$ cat config.mk
export PLATFORM = sky130hd
export DESIGN_NAME = apb_regbank_param
export DESIGN_NICKNAME = d
export VERILOG_FILES = /design/src/rtl/apb_regbank_param.sv
export SDC_FILE = /design/constraint.sdc
export NUM_CORES = 1
export LEC_CHECK = 0
export CORE_MARGIN = 2
export CORE_UTILIZATION = 51
export CTS_BUF_LIST = sky130_fd_sc_hd__clkbuf_8
export CTS_CLUSTER_DIAMETER = 50
export CTS_CLUSTER_SIZE = 40
export DETAILED_ROUTE_END_ITERATION = 10
export PLACE_DENSITY = 0.93
export SETUP_SLACK_MARGIN = 0.1
export SYNTH_ARGS = -nofsm -noshare
export SYNTH_HDL_FRONTEND = slang
export SYNTH_SLANG_ARGS = --single-unit
$ cat constraint.sdc
create_clock -name I_APBRB_PCLK -period 4.33 [get_ports I_APBRB_PCLK]
set_clock_uncertainty 0.15 [all_clocks]
set_input_delay 1.299 -clock I_APBRB_PCLK [delete_from_list [all_inputs] [get_ports I_APBRB_PCLK]]
set_output_delay 1.299 -clock I_APBRB_PCLK [all_outputs]
set_load 0.05 [all_outputs]
$ cat src/rtl/apb_regbank_param.sv
// apb_regbank_param: parametrised APB3 register bank with system, config (RW) and status (RO) words.
// Optional macro APBRB_PSTRB_EN adds the PSTRB port and byte-lane write strobes.
module apb_regbank_param #(
  parameter int unsigned ADDR_W      = 8,
  parameter int unsigned NUM_RW      = 5,
  parameter int unsigned NUM_RO      = 3,
  parameter int unsigned INTR_W      = 2,
  parameter int unsigned WAIT_STATES = 0,
  parameter logic [31:0] VERSION     = 32'h0002_0000
) (
  input  logic                  I_APBRB_PCLK,
  input  logic                  I_APBRB_PRESET_N,
  input  logic                  I_APBRB_PSEL,
  input  logic                  I_APBRB_PENABLE,
  input  logic                  I_APBRB_PWRITE,
  input  logic [ADDR_W-1:0]     I_APBRB_PADDR,
  input  logic [31:0]           I_APBRB_PWDATA,
`ifdef APBRB_PSTRB_EN
  input  logic [3:0]            I_APBRB_PSTRB,
`endif
  input  logic [NUM_RO*32-1:0]  I_APBRB_RO_REGS,
  input  logic [INTR_W-1:0]     I_APBRB_INTR_SET,
  output logic [31:0]           O_APBRB_PRDATA,
  output logic                  O_APBRB_PREADY,
  output logic                  O_APBRB_PSLVERR,
  output logic [NUM_RW*32-1:0]  O_APBRB_RW_REGS,
  output logic                  O_APBRB_START,
  output logic                  O_APBRB_SOFT_RST,
  output logic                  O_APBRB_IRQ
);

  localparam int unsigned NUM_WORDS = 4 + NUM_RW + NUM_RO;
  localparam int unsigned RO_BASE   = 4 + NUM_RW;

  if (NUM_WORDS > 2 ** (ADDR_W - 2)) begin : g_map_too_big
    $error("apb_regbank_param: register map does not fit in ADDR_W");
  end
  if (WAIT_STATES > 15 || INTR_W < 1 || INTR_W > 32) begin : g_bad_param
    $error("apb_regbank_param: WAIT_STATES or INTR_W out of range");
  end

  typedef enum logic [1:0] {ST_IDLE, ST_WAIT, ST_RESP} state_t;

  state_t              state_q, state_d;
  logic [3:0]          cnt_q, cnt_d;
  logic                commit;
  logic                access;
  logic [31:0]         word_idx;
  logic                err;
  logic                wr_ok;
  logic [3:0]          strb;
  logic [31:0]         byte_mask;
  logic [31:0]         rdata;
  logic [NUM_RW*32-1:0] rw_flat;
  logic [INTR_W-1:0]   mask_q, mask_d;
  logic [INTR_W-1:0]   status_q, status_d;
  logic                ctrl_wr;
  logic [31:0]         prdata_q;
  logic                pready_q, pslverr_q, start_q, soft_rst_q, irq_q;

  assign access   = I_APBRB_PSEL & I_APBRB_PENABLE;
  assign word_idx = 32'(I_APBRB_PADDR >> 2);

  always_comb begin
    state_d = state_q;
    cnt_d   = cnt_q;
    commit  = 1'b0;
    case (state_q)
      ST_IDLE: begin
        if (access) begin
          if (WAIT_STATES == 0) begin
            state_d = ST_RESP;
            commit  = 1'b1;
          end else begin
            state_d = ST_WAIT;
            cnt_d   = 4'(WAIT_STATES - 1);
          end
        end
      end
      ST_WAIT: begin
        // Master dropping PSEL/PENABLE mid-wait abandons the access silently.
        if (!access) begin
          state_d = ST_IDLE;
        end else if (cnt_q == 4'd0) begin
          state_d = ST_RESP;
          commit  = 1'b1;
        end else begin
          cnt_d = cnt_q - 4'd1;
        end
      end
      ST_RESP: state_d = ST_IDLE;
      default: state_d = ST_IDLE;
    endcase
  end

`ifdef APBRB_PSTRB_EN
  assign strb = I_APBRB_PSTRB;
`else
  assign strb = 4'hF;
`endif

  always_comb begin
    err = (I_APBRB_PADDR[1:0] != 2'b00) || (word_idx >= NUM_WORDS) ||
          (I_APBRB_PWRITE && ((word_idx == 32'd3) || (word_idx >= RO_BASE)));
`ifdef APBRB_PSTRB_EN
    if (!I_APBRB_PWRITE && (I_APBRB_PSTRB != 4'h0)) err = 1'b1;
`endif
  end

  assign wr_ok   = commit & I_APBRB_PWRITE & ~err;
  assign ctrl_wr = wr_ok & (word_idx == 32'd0) & strb[0];

  always_comb begin
    byte_mask = '0;
    for (int b = 0; b < 4; b++) begin
      byte_mask[8*b +: 8] = {8{strb[b]}};
    end
  end

  always_comb begin
    rdata = '0;
    if (word_idx == 32'd1) rdata = 32'(mask_q);
    if (word_idx == 32'd2) rdata = 32'(status_q);
    if (word_idx == 32'd3) rdata = VERSION;
    for (int k = 0; k < NUM_RW; k++) begin
      if (word_idx == 32'(4 + k)) rdata = rw_flat[32*k +: 32];
    end
    for (int k = 0; k < NUM_RO; k++) begin
      if (word_idx == 32'(RO_BASE + k)) rdata = I_APBRB_RO_REGS[32*k +: 32];
    end
  end

  always_comb begin
    mask_d = mask_q;
    if (wr_ok && word_idx == 32'd1) begin
      for (int i = 0; i < INTR_W; i++) begin
        mask_d[i] = byte_mask[i] ? I_APBRB_PWDATA[i] : mask_q[i];
      end
    end
    status_d = status_q;
    if (wr_ok && word_idx == 32'd2 && strb[0]) status_d = status_q & ~I_APBRB_PWDATA[INTR_W-1:0];
    if (ctrl_wr && I_APBRB_PWDATA[1]) status_d = '0;
    // A set pulse on the same edge as a clear always wins.
    status_d = status_d | I_APBRB_INTR_SET;
  end

  for (genvar gi = 0; gi < NUM_RW; gi++) begin : g_rw
    logic [31:0] rw_q;
    always_ff @(posedge I_APBRB_PCLK) begin
      if (!I_APBRB_PRESET_N) begin
        rw_q <= '0;
      end else if (wr_ok && word_idx == 32'(4 + gi)) begin
        rw_q <= (rw_q & ~byte_mask) | (I_APBRB_PWDATA & byte_mask);
      end
    end
    assign rw_flat[32*gi +: 32] = rw_q;
  end

  always_ff @(posedge I_APBRB_PCLK) begin
    if (!I_APBRB_PRESET_N) begin
      state_q    <= ST_IDLE;
      cnt_q      <= '0;
      mask_q     <= '0;
      status_q   <= '0;
      prdata_q   <= '0;
      pready_q   <= 1'b0;
      pslverr_q  <= 1'b0;
      start_q    <= 1'b0;
      soft_rst_q <= 1'b0;
      irq_q      <= 1'b0;
    end else begin
      state_q    <= state_d;
      cnt_q      <= cnt_d;
      mask_q     <= mask_d;
      status_q   <= status_d;
      pready_q   <= commit;
      start_q    <= ctrl_wr & I_APBRB_PWDATA[0];
      soft_rst_q <= ctrl_wr & I_APBRB_PWDATA[1];
      irq_q      <= |(status_q & ~mask_q);
      if (commit) begin
        pslverr_q <= err;
        if (!I_APBRB_PWRITE) prdata_q <= err ? 32'h0 : rdata;
      end
    end
  end

  assign O_APBRB_PRDATA   = prdata_q;
  assign O_APBRB_PREADY   = pready_q;
  assign O_APBRB_PSLVERR  = pslverr_q;
  assign O_APBRB_RW_REGS  = rw_flat;
  assign O_APBRB_START    = start_q;
  assign O_APBRB_SOFT_RST = soft_rst_q;
  assign O_APBRB_IRQ      = irq_q;

endmodule

==> results.sh, run 1 <==
export IMPL_postRouteAntennaNets=0
export IMPL_cts_clk_slew_worst_paths_ps=100
export IMPL_async_flop_share_pct=0
export IMPL_cts_resized=0
export IMPL_holdPathStages=2
export IMPL_status="finished, final reports clean"
export IMPL_hold_start="O_APBRB_PRDATA[3]"
export IMPL_synth_top_area_share_pct=41.8
export IMPL_grt_pass1_vias=10296
export IMPL_finalSetupViolCount=0
export IMPL_layout_common_cells="397 x nand2_1, 336 x clkdlybuf4s50_1, 202 x dfxtp_1, 137 x a21boi_0, 48 x a21boi_1"
export IMPL_syn_nets=1285
export IMPL_crit_required_ps=4590
export IMPL_drv_slew=0
export IMPL_post_cts_buffers=0
export IMPL_crit_fanout=32
export IMPL_yosys_area_top_type="dfxtp_1"
export IMPL_ys_warn_count=0
export IMPL_switchingPower_w=0.000943
export IMPL_nets=1582
export IMPL_area_delta_synth_final_pct=42.3
export IMPL_slowest_delay_ps=600
export IMPL_final_cells=1687
export IMPL_grt_pass1_wl_um=56000
export IMPL_ir_worst_vdd_mv=0.219
export IMPL_seq_power_share_pct=52.3
export IMPL_max_clock_path_buffers=3
export IMPL_dp_cells=1651
export IMPL_die_area_um2=20100
export IMPL_critPathKind="in -> reg"
export IMPL_cp_start_kind="input pin"
export IMPL_period_minus_slack_ps=3410
export IMPL_power_internal_w=0.00262
export IMPL_swShare_pct=26.5
export IMPL_avgSynthCellArea_um2=8.48
export IMPL_track_usage_pct=35.3
export IMPL_fin_ws_ps=922
export IMPL_ys_flop_type="dfxtp_1"
export IMPL_p_comb_share_pct=9.9
export IMPL_p_per_area_nw_per_um2=258
export IMPL_drt_first_pass_iters=5
export IMPL_synthMuxAreaShare_pct=10.3
export IMPL_setup_tns_ps=0
export IMPL_hold_path_end="O_APBRB_PRDATA[3]"
export IMPL_ys_ff_latch=202
export IMPL_final_common_cell="nand2_1"
export IMPL_coreArea_um2=18600
export IMPL_slowest_stage="or4b_1"
export IMPL_drt_wl_total_um=36600
export IMPL_synthSimpleGateAreaFrac_pct=20.6
export IMPL_timing_rr_start="state_q[1]"
export IMPL_dp_slack_ps=434
export IMPL_worst_pin_slew_ps=663
export IMPL_cp_cell_sequence="clkdlybuf4s50_1 -> or4b_1 -> buf_4 -> or4_1 -> buf_4 -> nand2_1 -> a21boi_0"
export IMPL_fillers=1341
export IMPL_wire_per_inst_um=21.7
export IMPL_finalHoldViolCount=0
export IMPL_cp_common_cell="buf_4"
export IMPL_relSlewSlack_pct=55.8
export IMPL_fp_dieW_um=142
export IMPL_place_congestion=0.901
export IMPL_io_pins=340
export IMPL_worst_setup_path_end_kind="register"
export IMPL_drtIter0Drc=915
export IMPL_r2r_cells=7
export IMPL_drive_above_1_share_pct=9.64
export IMPL_r2r_slack_ps=2090
export IMPL_crit_path_start="I_APBRB_PADDR[5]"
export IMPL_clock_sinks=202
export IMPL_p_leak_nw=4.46
export IMPL_yosysSeqAreaShare_pct=41.8
export IMPL_via_per_inst=6.10
export IMPL_synth_cell_types=51
export IMPL_clkPwrFrac_pct=37.8
export IMPL_fin_crit_sh_pct=78.7
export IMPL_rr_endpoint="g_rw[3].rw_q[30]"
export IMPL_netlist_area_um2=9680
export IMPL_port_buffers=339
export IMPL_synth_compound_area_share_pct=22.9
export IMPL_tritoncts="built"
export IMPL_grt_overflow_total=0
export IMPL_die_y_um=142
export IMPL_max_freq_mhz=293
export IMPL_insertion_delay_ps=530
export IMPL_cts_buffers=20
export IMPL_design_area_um2=13800
export IMPL_antenna_cells=0
export IMPL_cap_violations=0
export IMPL_initial_core_util_pct=51.9
export IMPL_synth_xor_area_share_pct=0
export IMPL_fin_util_pct=73.9
export IMPL_cts_root_buf="clkbuf_8"
export IMPL_syn_instance_count=1142
export IMPL_ys_top_cells_by_area="dfxtp_1 42%, nand2_1 15%, a21boi_0 11%"
export IMPL_worstPathArrival_ps=3670
export IMPL_postPlaceCellArea_um2=13300
export IMPL_grt_setup_unrepaired="false"
export IMPL_dr_total_vias=10288
export IMPL_drc=0
export IMPL_synth_adder_area_share_pct=0
export IMPL_hpwl_um=25100
export IMPL_holdBufCountCts=0
export IMPL_grt_max_degree=96
export IMPL_hp_class="reg -> reg"
export IMPL_synth_top_family_by_area="compound AO/OA/AOI/OAI gates"
export IMPL_htreeDepth=1
export IMPL_antenna_found_initial=0
export IMPL_synth_edf_count=0
export IMPL_rows=50
[sequential cells by signal, indices dropped and copies added, names as in the netlist]
register / count
O_APBRB_IRQ: 1
O_APBRB_PREADY: 1
state_q: 1
O_APBRB_START: 1
O_APBRB_PSLVERR: 1
g_rw.rw_q: 160
mask_q: 2
O_APBRB_PRDATA: 32
O_APBRB_SOFT_RST: 1
status_q: 2
[synthesized netlist by cell type, types with 2 or more instances]
cell type	number
nand2_1	397
dfxtp_1	202
a21boi_0	137
clkbuf_1	64
a21boi_1	48
nor2_1	30
buf_2	29
mux4_2	29
o221ai_1	26
a211o_1	25
mux2_2	25
o21ai_0	24
a21oi_1	9
a31oi_1	8
nor3_1	8
inv_1	6
mux2i_1	6
a32o_1	5
buf_1	5
nand2b_1	5
nand3_1	4
a22oi_1	3
and2_1	3
nand4b_1	3
nor2b_1	3
nor3_2	3
nor4_1	3
a22o_1	2
a2bb2oi_1	2
and4b_1	2
nand3b_1	2
nor4_2	2
o211ai_1	2
or3_1	2
or4b_1	2
[area by class of cell]
cell class,instances,area [um2],area share [%]
clock inverters,15,166,1.21
repair buffers,374,3700,26.9
inverters,6,22.5,0.164
multi-input cells,835,5260,38.2
clock buffers,21,289,2.10
flip-flops and latches,202,4040,29.4
well taps,234,293,2.13
[power groups by stage]
stage	Clock (W)	Sequential, W	Combinational (W)
3_5_place_dp	0	0.00190	0.000342
3_3_place_gp	0	0.00190	0.000339
4_1_cts	0.00136	0.00186	0.000345
5_1_grt	0.00143	0.00186	0.000368
2_1_floorplan	0	0.00191	0.000137
6_report	0.00135	0.00186	0.000352
[how the worst max path moves through the flow]
stage / end / slack, ps / cells past startpoint
after floorplan: g_rw[0].rw_q[10] / 1120 / 8
after global placement: g_rw[0].rw_q[20] / 510 / 7
after detailed placement: g_rw[0].rw_q[19] / 430 / 7
after CTS: g_rw[0].rw_q[26] / 980 / 7
after global routing: g_rw[3].rw_q[30] / 800 / 9
final: g_rw[0].rw_q[0] / 920 / 7
[layer usage]
| layer | wire length, um | vias to the layer above | global-route usage [%] |
|---|---|---|---|
| met3 | 3800 | 146 | 8.20 |
| li1 | - | 4548 | - |
| met2 | 17200 | 684 | 58.3 |
| met4 | 1900 | 0 | 18.1 |
| met1 | 13700 | 4910 | 43.4 |
| met5 | 0 | - | 0 |
[worst max-delay path, delay by kind of cell]
| kind | cells | cell delay, ps |
|---|---|---|
| compound gates | 1 | 80 |
| buf+inv | 3 | 1060 |
| simple gates | 3 | 1210 |
[through the flow]
stage / hold WS (ps) / total power [W]
6_report: 316 / 0.00356
5_1_grt: 336 / 0.00366
4_1_cts: 320 / 0.00357
3_5_place_dp: 306 / 0.00225
3_3_place_gp: 298 / 0.00224
2_1_floorplan: 351 / 0.00205
[kinds of logic after synthesis]
family | count (synthesis)
AOI/OAI and AO/OA | 296
buffers and inverters | 105
DFF | 202
muxes | 60
and+or+nand+nor | 479
No activity file was read; power rests on OpenSTA's default activity.
==> run 2, diff against run 1 <==
Settings changed: CORE_UTILIZATION 51 to 42, PLACE_DENSITY 0.93 to 0.82.
Clock period 4.33 ns to 2.8 ns, I/O delays scaled along.
==> run 2 against run 1 <==
Against the previous run: non-clock buffer count is 40 higher; power increased by 66%; worst setup slack lost 760 ps; wire length rose by 0.58%; hold slack lost 2.6 ps; die area grew 21%; via count fell by 2.1%; sequential cell count did not move; critical path depth decreased by 6; critical endpoint is now O_APBRB_IRQ; largest power group unchanged; highest routed layer unchanged.
==> results.sh, run 2 (synthesized netlist as in run 1, its figures left out) <==
export IMPL_holdBufCountCts=0
export IMPL_power_internal_w=0.00427
export IMPL_hp_class="reg -> reg"
export IMPL_finalSetupViolCount=0
export IMPL_seq_power_share_pct=48.8
export IMPL_path_buf_inv=1
export IMPL_ir_worst_vdd_mv=0.244
export IMPL_grt_pass1_wl_um=55900
export IMPL_p_comb_share_pct=9.9
export IMPL_slowest_delay_ps=790
export IMPL_clkPwrFrac_pct=41.3
export IMPL_drt_wl_total_um=36800
export IMPL_rows=55
export IMPL_grt_setup_unrepaired="false"
export IMPL_grt_overflow_total=0
export IMPL_cp_start_kind="register"
export IMPL_dp_cells=1740
export IMPL_dr_total_vias=10068
export IMPL_drtIter0Drc=804
export IMPL_insertion_delay_ps=550
export IMPL_drt_first_pass_iters=6
export IMPL_largest_reg_flops=160
export IMPL_fin_crit_sh_pct=94.2
export IMPL_die_area_um2=24300
export IMPL_relSlewSlack_pct=61.0
export IMPL_worst_pin_slew_ps=588
export IMPL_layout_common_cells="397 x nand2_1, 202 x dfxtp_1, 192 x dlygate4sd2_1, 138 x clkdlybuf4s50_1, 136 x a21boi_0"
export IMPL_worst_setup_path_end_kind="output port"
export IMPL_initial_core_util_pct=42.8
export IMPL_grt_max_degree=102
export IMPL_critPathKind="reg -> out"
export IMPL_place_congestion=0.870
export IMPL_p_leak_nw=5.79
export IMPL_cts_root_buf="clkbuf_8"
export IMPL_io_pins=340
export IMPL_worstPathArrival_ps=1650
export IMPL_slowest_stage="clkdlybuf4s50_1"
export IMPL_use_met3_pct=4.25
export IMPL_crit_required_ps=1810
export IMPL_status="finished, final reports clean"
export IMPL_final_common_cell="nand2_1"
export IMPL_grt_pass1_vias=9813
export IMPL_crit_family="buffers and inverters"
export IMPL_postRouteAntennaNets=0
export IMPL_die_y_um=156
export IMPL_cp_cell_sequence="clkdlybuf4s50_1"
export IMPL_clock_sinks=202
export IMPL_track_usage_pct=29.3
export IMPL_max_freq_mhz=379
export IMPL_via_per_inst=5.62
export IMPL_wire_per_inst_um=20.6
export IMPL_tritoncts="built"
export IMPL_hpwl_um=25500
export IMPL_crit_fanout=1
export IMPL_fin_util_pct=62.9
export IMPL_cap_violations=0
export IMPL_port_buffers=339
export IMPL_swShare_pct=27.7
export IMPL_htreeDepth=1
export IMPL_largest_register="g_rw.rw_q"
export IMPL_switchingPower_w=0.00163
export IMPL_drv_slew=0
export IMPL_area_delta_synth_final_pct=47.0
export IMPL_holdWs_ps=313
export IMPL_final_cells=1791
export IMPL_cts_buffers=26
export IMPL_cts_clk_slew_worst_paths_ps=90
export IMPL_totalPowerFinal_w=0.00590
export IMPL_use_met1_pct=39.0
export IMPL_antenna_found_initial=1
export IMPL_top_usage_layer="met2"
export IMPL_nets=1628
export IMPL_finalHoldViolCount=0
export IMPL_coreArea_um2=22600
export IMPL_period_minus_slack_ps=2640
export IMPL_max_clock_path_buffers=3
export IMPL_fp_dieW_um=156
export IMPL_met2_usage_pct=48.6
export IMPL_p_per_area_nw_per_um2=415
export IMPL_drive_above_1_share_pct=12.8
export IMPL_drc=0
-- run 2: cell count changes in the layout (fill, tap and decap cells not counted), sizes merged --
cell / delta
buf: +41
bufinv: -1
clkbuf: +8
clkdlybuf4s50: -198
clkinv: +4
diode: +1
dlygate4sd2: +192
dlymetal6s2s: +5
inv: +1
-- run 2: timing repair --
action	CTS	global route
setup buffers	1	0
cloned	1	0
endpoints found under the setup margin	289	108
pin swaps	2	3
endpoints found under the hold margin	0	0
gates resized for setup	196	11
-- run 2: area by class of cell --
type                    instances  area (um2)
diodes                          1        2.50
clock buffers                  29         399
clock inverters                19         204
fillers                      1959        8410
inverters                       6        22.5
multi-input cells             835        5270
flip-flops and latches        202        4040
well taps                     285         357
repair buffers                414        3930
-- run 2: power by group through the flow --
stage,logic (W),clock network [W],registers (W)
detailed placement,0.000574,0,0.00295
finish,0.000584,0.00244,0.00288
floorplan,0.000213,0,0.00296
CTS,0.000578,0.00248,0.00288
global placement,0.000573,0,0.00295
global route,0.000614,0.00260,0.00288
-- run 2: per-stage QoR --
stage / setup slack [ps] / TNS (ps) / instance area (um2)
finish: 161 / 0 / 14200
global route: 102 / 0 / 14200
CTS: 103 / 0 / 14200
detailed placement: -580 / -85780 / 13800
global placement: -428 / -69420 / 13800
floorplan: 74.4 / 0 / 9710
-- run 2: worst paths after layout --
check / start / end / slack, ps / depth (start not counted)
worst min-delay path: g_rw[2].rw_q[23] / g_rw[2].rw_q[23] / 310 / 2
worst max-delay path: O_APBRB_IRQ / O_APBRB_IRQ / 160 / 1
worst min register to register: g_rw[2].rw_q[23] / g_rw[2].rw_q[23] / 310 / 2
worst max register to register: state_q[1] / g_rw[4].rw_q[23] / 790 / 7
-- run 2: routing by layer --
metal | wire length, um | vias to the layer above
met3 | 3200 | 87
met1 | 15300 | 4787
li1 | - | 4654
met4 | 1310 | 0
met2 | 17000 | 540
met5 | 0 | -
-- run 2: worst min-delay path: stages (launching register included) --
cell and delay, ps:
dfxtp_1 320, nand2_1 50, a21boi_1 50
